$ cat config.mk
export PLATFORM = sky130hd
export DESIGN_NAME = pong_game_controller
export DESIGN_NICKNAME = d
export VERILOG_FILES = /design/src/rtl/pong_game_controller.sv
export SDC_FILE = /design/constraint.sdc
export NUM_CORES = 1
export LEC_CHECK = 0
export CORE_MARGIN = 3
export CORE_UTILIZATION = 40
export CTS_CLUSTER_SIZE = 28
export DETAILED_ROUTE_END_ITERATION = 7
export GPL_TIMING_DRIVEN = 1
export PLACE_DENSITY_LB_ADDON = 0.2
export SETUP_SLACK_MARGIN = 0.5
export SYNTH_ARGS = -nofsm -noshare
export SYNTH_HDL_FRONTEND = slang
export SYNTH_SLANG_ARGS = --single-unit
$ cat constraint.sdc
create_clock -name clk -period 1.9 [get_ports clk]
set_clock_uncertainty 0.15 [all_clocks]
set_input_delay 0.19 -clock clk [delete_from_list [all_inputs] [get_ports clk]]
set_output_delay 0.19 -clock clk [all_outputs]
set_load 0.02 [all_outputs]
$ cat src/rtl/pong_game_controller.sv
// Pong game sequencer: serve, rally, point and game-over phases.
// Optional macro RALLY_SPEEDUP_EN: ball speeds up as a rally goes on.
module pong_game_controller #(
  parameter int SCORE_WIDTH  = 4,
  parameter int WIN_SCORE    = 7,
  parameter int SERVE_FRAMES = 60,
  parameter int POINT_FRAMES = 30
`ifdef RALLY_SPEEDUP_EN
  ,
  parameter int SPEED_STEP   = 4,
  parameter int MAX_SPEED    = 7
`endif
) (
  input  logic                   clk,
  input  logic                   rst,
  input  logic                   frame_tick,
  input  logic                   start,
  input  logic                   p1_hit,
  input  logic                   p2_hit,
  input  logic                   ball_out_left,
  input  logic                   ball_out_right,
  output logic                   ball_reset,
  output logic                   ball_enable,
  output logic                   serve_dir,
  output logic                   bounce_x,
  output logic [2:0]             ball_speed,
  output logic [SCORE_WIDTH-1:0] p1_score,
  output logic [SCORE_WIDTH-1:0] p2_score,
  output logic                   game_over,
  output logic                   winner,
  output logic [2:0]             state
);

  typedef enum logic [2:0] {
    IDLE  = 3'd0,
    SERVE = 3'd1,
    PLAY  = 3'd2,
    POINT = 3'd3,
    OVER  = 3'd4
  } st_e;

  localparam logic [SCORE_WIDTH-1:0] WinS  = SCORE_WIDTH'(WIN_SCORE);
  localparam logic [SCORE_WIDTH-1:0] ScMax = '1;
  localparam logic [7:0] SrvLd = 8'(SERVE_FRAMES - 1);
  localparam logic [7:0] PntLd = 8'(POINT_FRAMES - 1);

  st_e                    state_q;
  logic [7:0]             timer_q;
  logic [SCORE_WIDTH-1:0] p1_q;
  logic [SCORE_WIDTH-1:0] p2_q;
  logic                   brst_q;
  logic                   ben_q;
  logic                   dir_q;
  logic                   bnc_q;
  logic                   over_q;
  logic                   win_q;
  logic                   hprev_q;

  logic hit;
  logic out_any;
  logic won;
  logic bounce_d;
  logic go_serve;

  assign hit      = p1_hit | p2_hit;
  assign out_any  = ball_out_left | ball_out_right;
  assign won      = (p1_q == WinS) || (p2_q == WinS);
  assign bounce_d = (state_q == PLAY) && hit && !hprev_q
                    && !out_any;
  assign go_serve = (((state_q == IDLE) || (state_q == OVER))
                     && start)
                    || ((state_q == POINT) && !won
                        && frame_tick && (timer_q == 8'd0));

  // Game phase sequencer with registered ball/score outputs.
  always_ff @(posedge clk or negedge rst) begin
    if (!rst) begin
      state_q <= IDLE;
      timer_q <= 8'd0;
      p1_q    <= '0;
      p2_q    <= '0;
      brst_q  <= 1'b1;
      ben_q   <= 1'b0;
      dir_q   <= 1'b0;
      bnc_q   <= 1'b0;
      over_q  <= 1'b0;
      win_q   <= 1'b0;
      hprev_q <= 1'b0;
    end else begin
      bnc_q   <= bounce_d;
      hprev_q <= hit;
      unique case (state_q)
        IDLE: begin
          if (start) begin
            state_q <= SERVE;
            p1_q    <= '0;
            p2_q    <= '0;
            timer_q <= SrvLd;
          end
        end
        SERVE: begin
          if (frame_tick) begin
            if (timer_q == 8'd0) begin
              state_q <= PLAY;
              brst_q  <= 1'b0;
              ben_q   <= 1'b1;
            end else begin
              timer_q <= timer_q - 8'd1;
            end
          end
        end
        PLAY: begin
          if (out_any) begin
            state_q <= POINT;
            timer_q <= PntLd;
            brst_q  <= 1'b1;
            ben_q   <= 1'b0;
            if (ball_out_left && !ball_out_right) begin
              if (p2_q != ScMax) p2_q <= p2_q + 1'b1;
              dir_q <= 1'b0;
            end
            if (ball_out_right && !ball_out_left) begin
              if (p1_q != ScMax) p1_q <= p1_q + 1'b1;
              dir_q <= 1'b1;
            end
          end
        end
        POINT: begin
          if (won) begin
            state_q <= OVER;
            over_q  <= 1'b1;
            win_q   <= (p2_q == WinS);
          end else if (frame_tick) begin
            if (timer_q == 8'd0) begin
              state_q <= SERVE;
              timer_q <= SrvLd;
            end else begin
              timer_q <= timer_q - 8'd1;
            end
          end
        end
        OVER: begin
          if (start) begin
            state_q <= SERVE;
            p1_q    <= '0;
            p2_q    <= '0;
            over_q  <= 1'b0;
            dir_q   <= ~win_q;
            timer_q <= SrvLd;
          end
        end
        default: state_q <= IDLE;
      endcase
    end
  end

`ifdef RALLY_SPEEDUP_EN
  localparam logic [7:0] StepLast = 8'(SPEED_STEP - 1);
  localparam logic [2:0] SpdMax   = 3'(MAX_SPEED);

  logic [7:0] hits_q;
  logic [2:0] spd_q;

  // Count rally hits; bump speed every SPEED_STEP hits.
  always_ff @(posedge clk or negedge rst) begin
    if (!rst) begin
      hits_q <= 8'd0;
      spd_q  <= 3'd1;
    end else if (go_serve) begin
      hits_q <= 8'd0;
      spd_q  <= 3'd1;
    end else if (bounce_d) begin
      if (hits_q == StepLast) begin
        hits_q <= 8'd0;
        if (spd_q < SpdMax) spd_q <= spd_q + 3'd1;
      end else begin
        hits_q <= hits_q + 8'd1;
      end
    end
  end

  assign ball_speed = spd_q;
`else
  logic unused_serve;
  assign unused_serve = go_serve;
  assign ball_speed   = 3'd1;
`endif

  assign ball_reset  = brst_q;
  assign ball_enable = ben_q;
  assign serve_dir   = dir_q;
  assign bounce_x    = bnc_q;
  assign p1_score    = p1_q;
  assign p2_score    = p2_q;
  assign game_over   = over_q;
  assign winner      = win_q;
  assign state       = state_q;

endmodule

==> qor.yml <==
die:
  fp-row-count: 22
  die_y_um: 69.4
  dieArea_um2: 4810
  start_util_pct: 42.6
  core-area_um2: 3770
  io-pin-count: 28
  dieWidth_um: 69.4
clock_network:
  cts.clk_slew.worst_paths_ns: 0.09
  clock_latency_ns: 0.28
  clockBufferDepth: 2
  cts_root_buf: "clkbuf_8"
  clkSinkCount: 26
  numCtsBuffers: 3
  cts_tree: "yes"
  ctsHtreeMaxLevel: 1
worst_setup_path:
  cp_max_fo: 6
  cp_data_arrival_time_ns: 1.91
  crit_buf_inv: 0
  end_kind: "flip-flop"
  path_cells: "nor4_4, nand3_4, o22a_4, and2_4, mux2_4"
  startpoint_type: "flip-flop"
  cp_top_family: "simple AND/OR/NAND/NOR gates"
  critPathRequiredTime_ns: 1.92
  r2r_slack_ns: 0.01
  crit_slowest_cell: "dfrtp_2"
  critPathMaxStageDelay_ns: 0.45
  critPathKind: "reg -> reg"
timing:
  drv_slew: 0
  rsz0062_at_grt: "true"
  setup_slack_ns: 0.0131
  max_freq_mhz: 530
  setup_viol: 0
  finalHoldViolCount: 0
  post-route-period-util_pct: 99.3
  finalCriticalPeriod_ns: 1.89
run:
  cap_violations: 0
placement:
  hpwl_mm: 3.11
  placed_area_um2: 2090
  port_buffers: 24
  gp_congestion: 0.840
  pre_cts_ws_ns: -0.0140
  dp_cells: 261
routing:
  drt-vias-per-instance: 5.62
  drtPass1Iterations: 4
  drtIter0Drc: 58
  remaining_drc_errors: 0
  vias: 1697
  finalWirelength_mm: 5.05
  wire_per_inst_um: 16.7
  ant_nets: 0
final_layout:
  fillers: 270
  final_common_cell: "buf_4"
  layout_common_cells: "buf_4 (37), buf_6 (25), dfrtp_1 (16)"
  area_growth_pct: 63.2
  drive_above_1_share_pct: 50.8
  stdcell_area_um2: 2620
  finalNonFillerCells: 302
  fin_nets: 267
  diodes: 0
power_and_ir_drop:
  leakage_nw: 1.17
  seq_power_share_pct: 27.3
  power_switching_mw: 1.43
  pwr-share-clk_pct: 10.0
  intPower_mw: 1.95
  power_density_nw_per_um2: 1290
  irDropWorstVdd_mv: 0.574
  switching_share_pct: 42.3
  p_comb_share_pct: 62.8
logic_synthesis:
  ys_ff_latch: 26
  ys_seq_area_share_pct: 40.6
  synth_ff_type: "dfrtp_1"
  ys_types: 54
  async_reset_ff_share_pct: 100
  synth_area_um2: 1610
  synth_edf_count: 0
  ys_warn_count: 0
  syn_area_per_cell_um2: 9.23
  synth_cells: 174
global_route:
  grt_pass1_wl_mm: 7.80
  grt_max_degree: 27
  grt_util_all_layers_pct: 20.1
  overflow: 0
  antenna_found_initial: 0
  grt_pass1_vias: 1680
run_status:
  status: "finished, final reports clean"
min_path:
  min_path_type: "in -> async"
[metrics by stage]
step	TNS [ns]	total power, mW	util (%)	hold WS [ns]
final	0	3.39	69.5	0.125
after global routing	-0.173	3.60	69.5	0.166
after CTS	0	3.16	64.6	0.144
after detailed placement	-0.0212	2.52	55.3	0.263
after global placement	0	2.45	55.3	0.245
after floorplan	-0.113	1.94	-	-0.256
[final timing paths]
| check | from | to | depth (start not counted) |
|---|---|---|---|
| max | timer_q[4] | timer_q[5] | 5 |
| min | rst | p1_score[1] | 2 |
| max reg2reg | timer_q[4] | timer_q[5] | 5 |
| min reg2reg | hprev_q | bounce_x | 1 |
| max in group asynchronous | rst | ball_reset | 2 |
| min in group clk | hprev_q | bounce_x | 1 |
[flip-flops by register name, summed over array words and instances, names as in the netlist, 3 cells and up]
name / cells
p1_score: 4
state: 3
timer_q: 8
p2_score: 4
[kinds of logic after synthesis]
logic type | synth area share, %
AOI/OAI and AO/OA | 22.5
xor gates and xnor gates | 1.09
adders and majority gates | 3.12
buffers and inverters | 5.68
DFF | 40.6
muxes | 2.96
other | 0.467
and+or+nand+nor | 23.6
[timing repair]
action / CTS / global route
hold buffers: 0 / 0
buffers inserted: 29 / 8
gates resized for setup: 85 / 39
gates cloned: 0 / 0
endpoints found under the setup margin: 40 / 33
pin swaps: 21 / 20
[routing by layer]
metal | up-vias | global-route usage, % | part of all wire (%) | wire [um]
li1 | 786 | - | - | -
met1 | 859 | 25.0 | 43 | 2160
met2 | 46 | 34.7 | 52 | 2610
met3 | 6 | 3.33 | 3.7 | 189
met4 | 0 | 7.59 | 1.7 | 85
met5 | - | 0 | 0 | 0
[final cells by class]
class                   count  area, um2  share of cell area, %
clock buffers               4       45.0                   1.72
inverters                  11       41.3                   1.57
multi-input cells         130       1080                   41.2
flip-flops and latches     26        663                   25.3
well taps                  48       60.1                   2.29
repair buffers             83        732                   27.9
[synthesized netlist by cell type (2+ instances only)]
library cell / number / area [um2]
o21ai_0: 16 / 80.1
nand4_1: 2 / 12.5
and2_1: 4 / 25.0
nand2_1: 13 / 48.8
inv_1: 11 / 41.3
nand3_1: 6 / 30.0
dfrtp_1: 25 / 626
or3_1: 2 / 12.5
o22ai_1: 3 / 18.8
o211ai_1: 2 / 15.0
o221ai_1: 2 / 17.5
nor2b_1: 6 / 37.5
o22a_1: 2 / 17.5
o21ai_1: 2 / 10.0
a211o_1: 2 / 17.5
clkbuf_1: 3 / 11.3
buf_4: 3 / 22.5
nand3b_1: 3 / 22.5
o2bb2ai_1: 3 / 26.3
o211a_1: 2 / 20.0
a21oi_1: 6 / 30.0
nor3_1: 3 / 15.0
conb_1: 2 / 7.51
a31oi_1: 3 / 18.8
nor2_1: 9 / 33.8
ha_1: 4 / 50.1
and3_1: 3 / 18.8
nand2b_1: 6 / 37.5
[power by group through the flow]
| stage | logic, mW | clock network, mW | registers (mW) |
|---|---|---|---|
| finish | 2.13 | 0.338 | 0.923 |
| CTS | 1.91 | 0.339 | 0.908 |
| global placement | 1.53 | 0 | 0.922 |
| global route | 2.29 | 0.362 | 0.945 |
| detailed placement | 1.58 | 0 | 0.938 |
| floorplan | 0.908 | 0 | 1.03 |
Power figures use the tool's default switching activity.
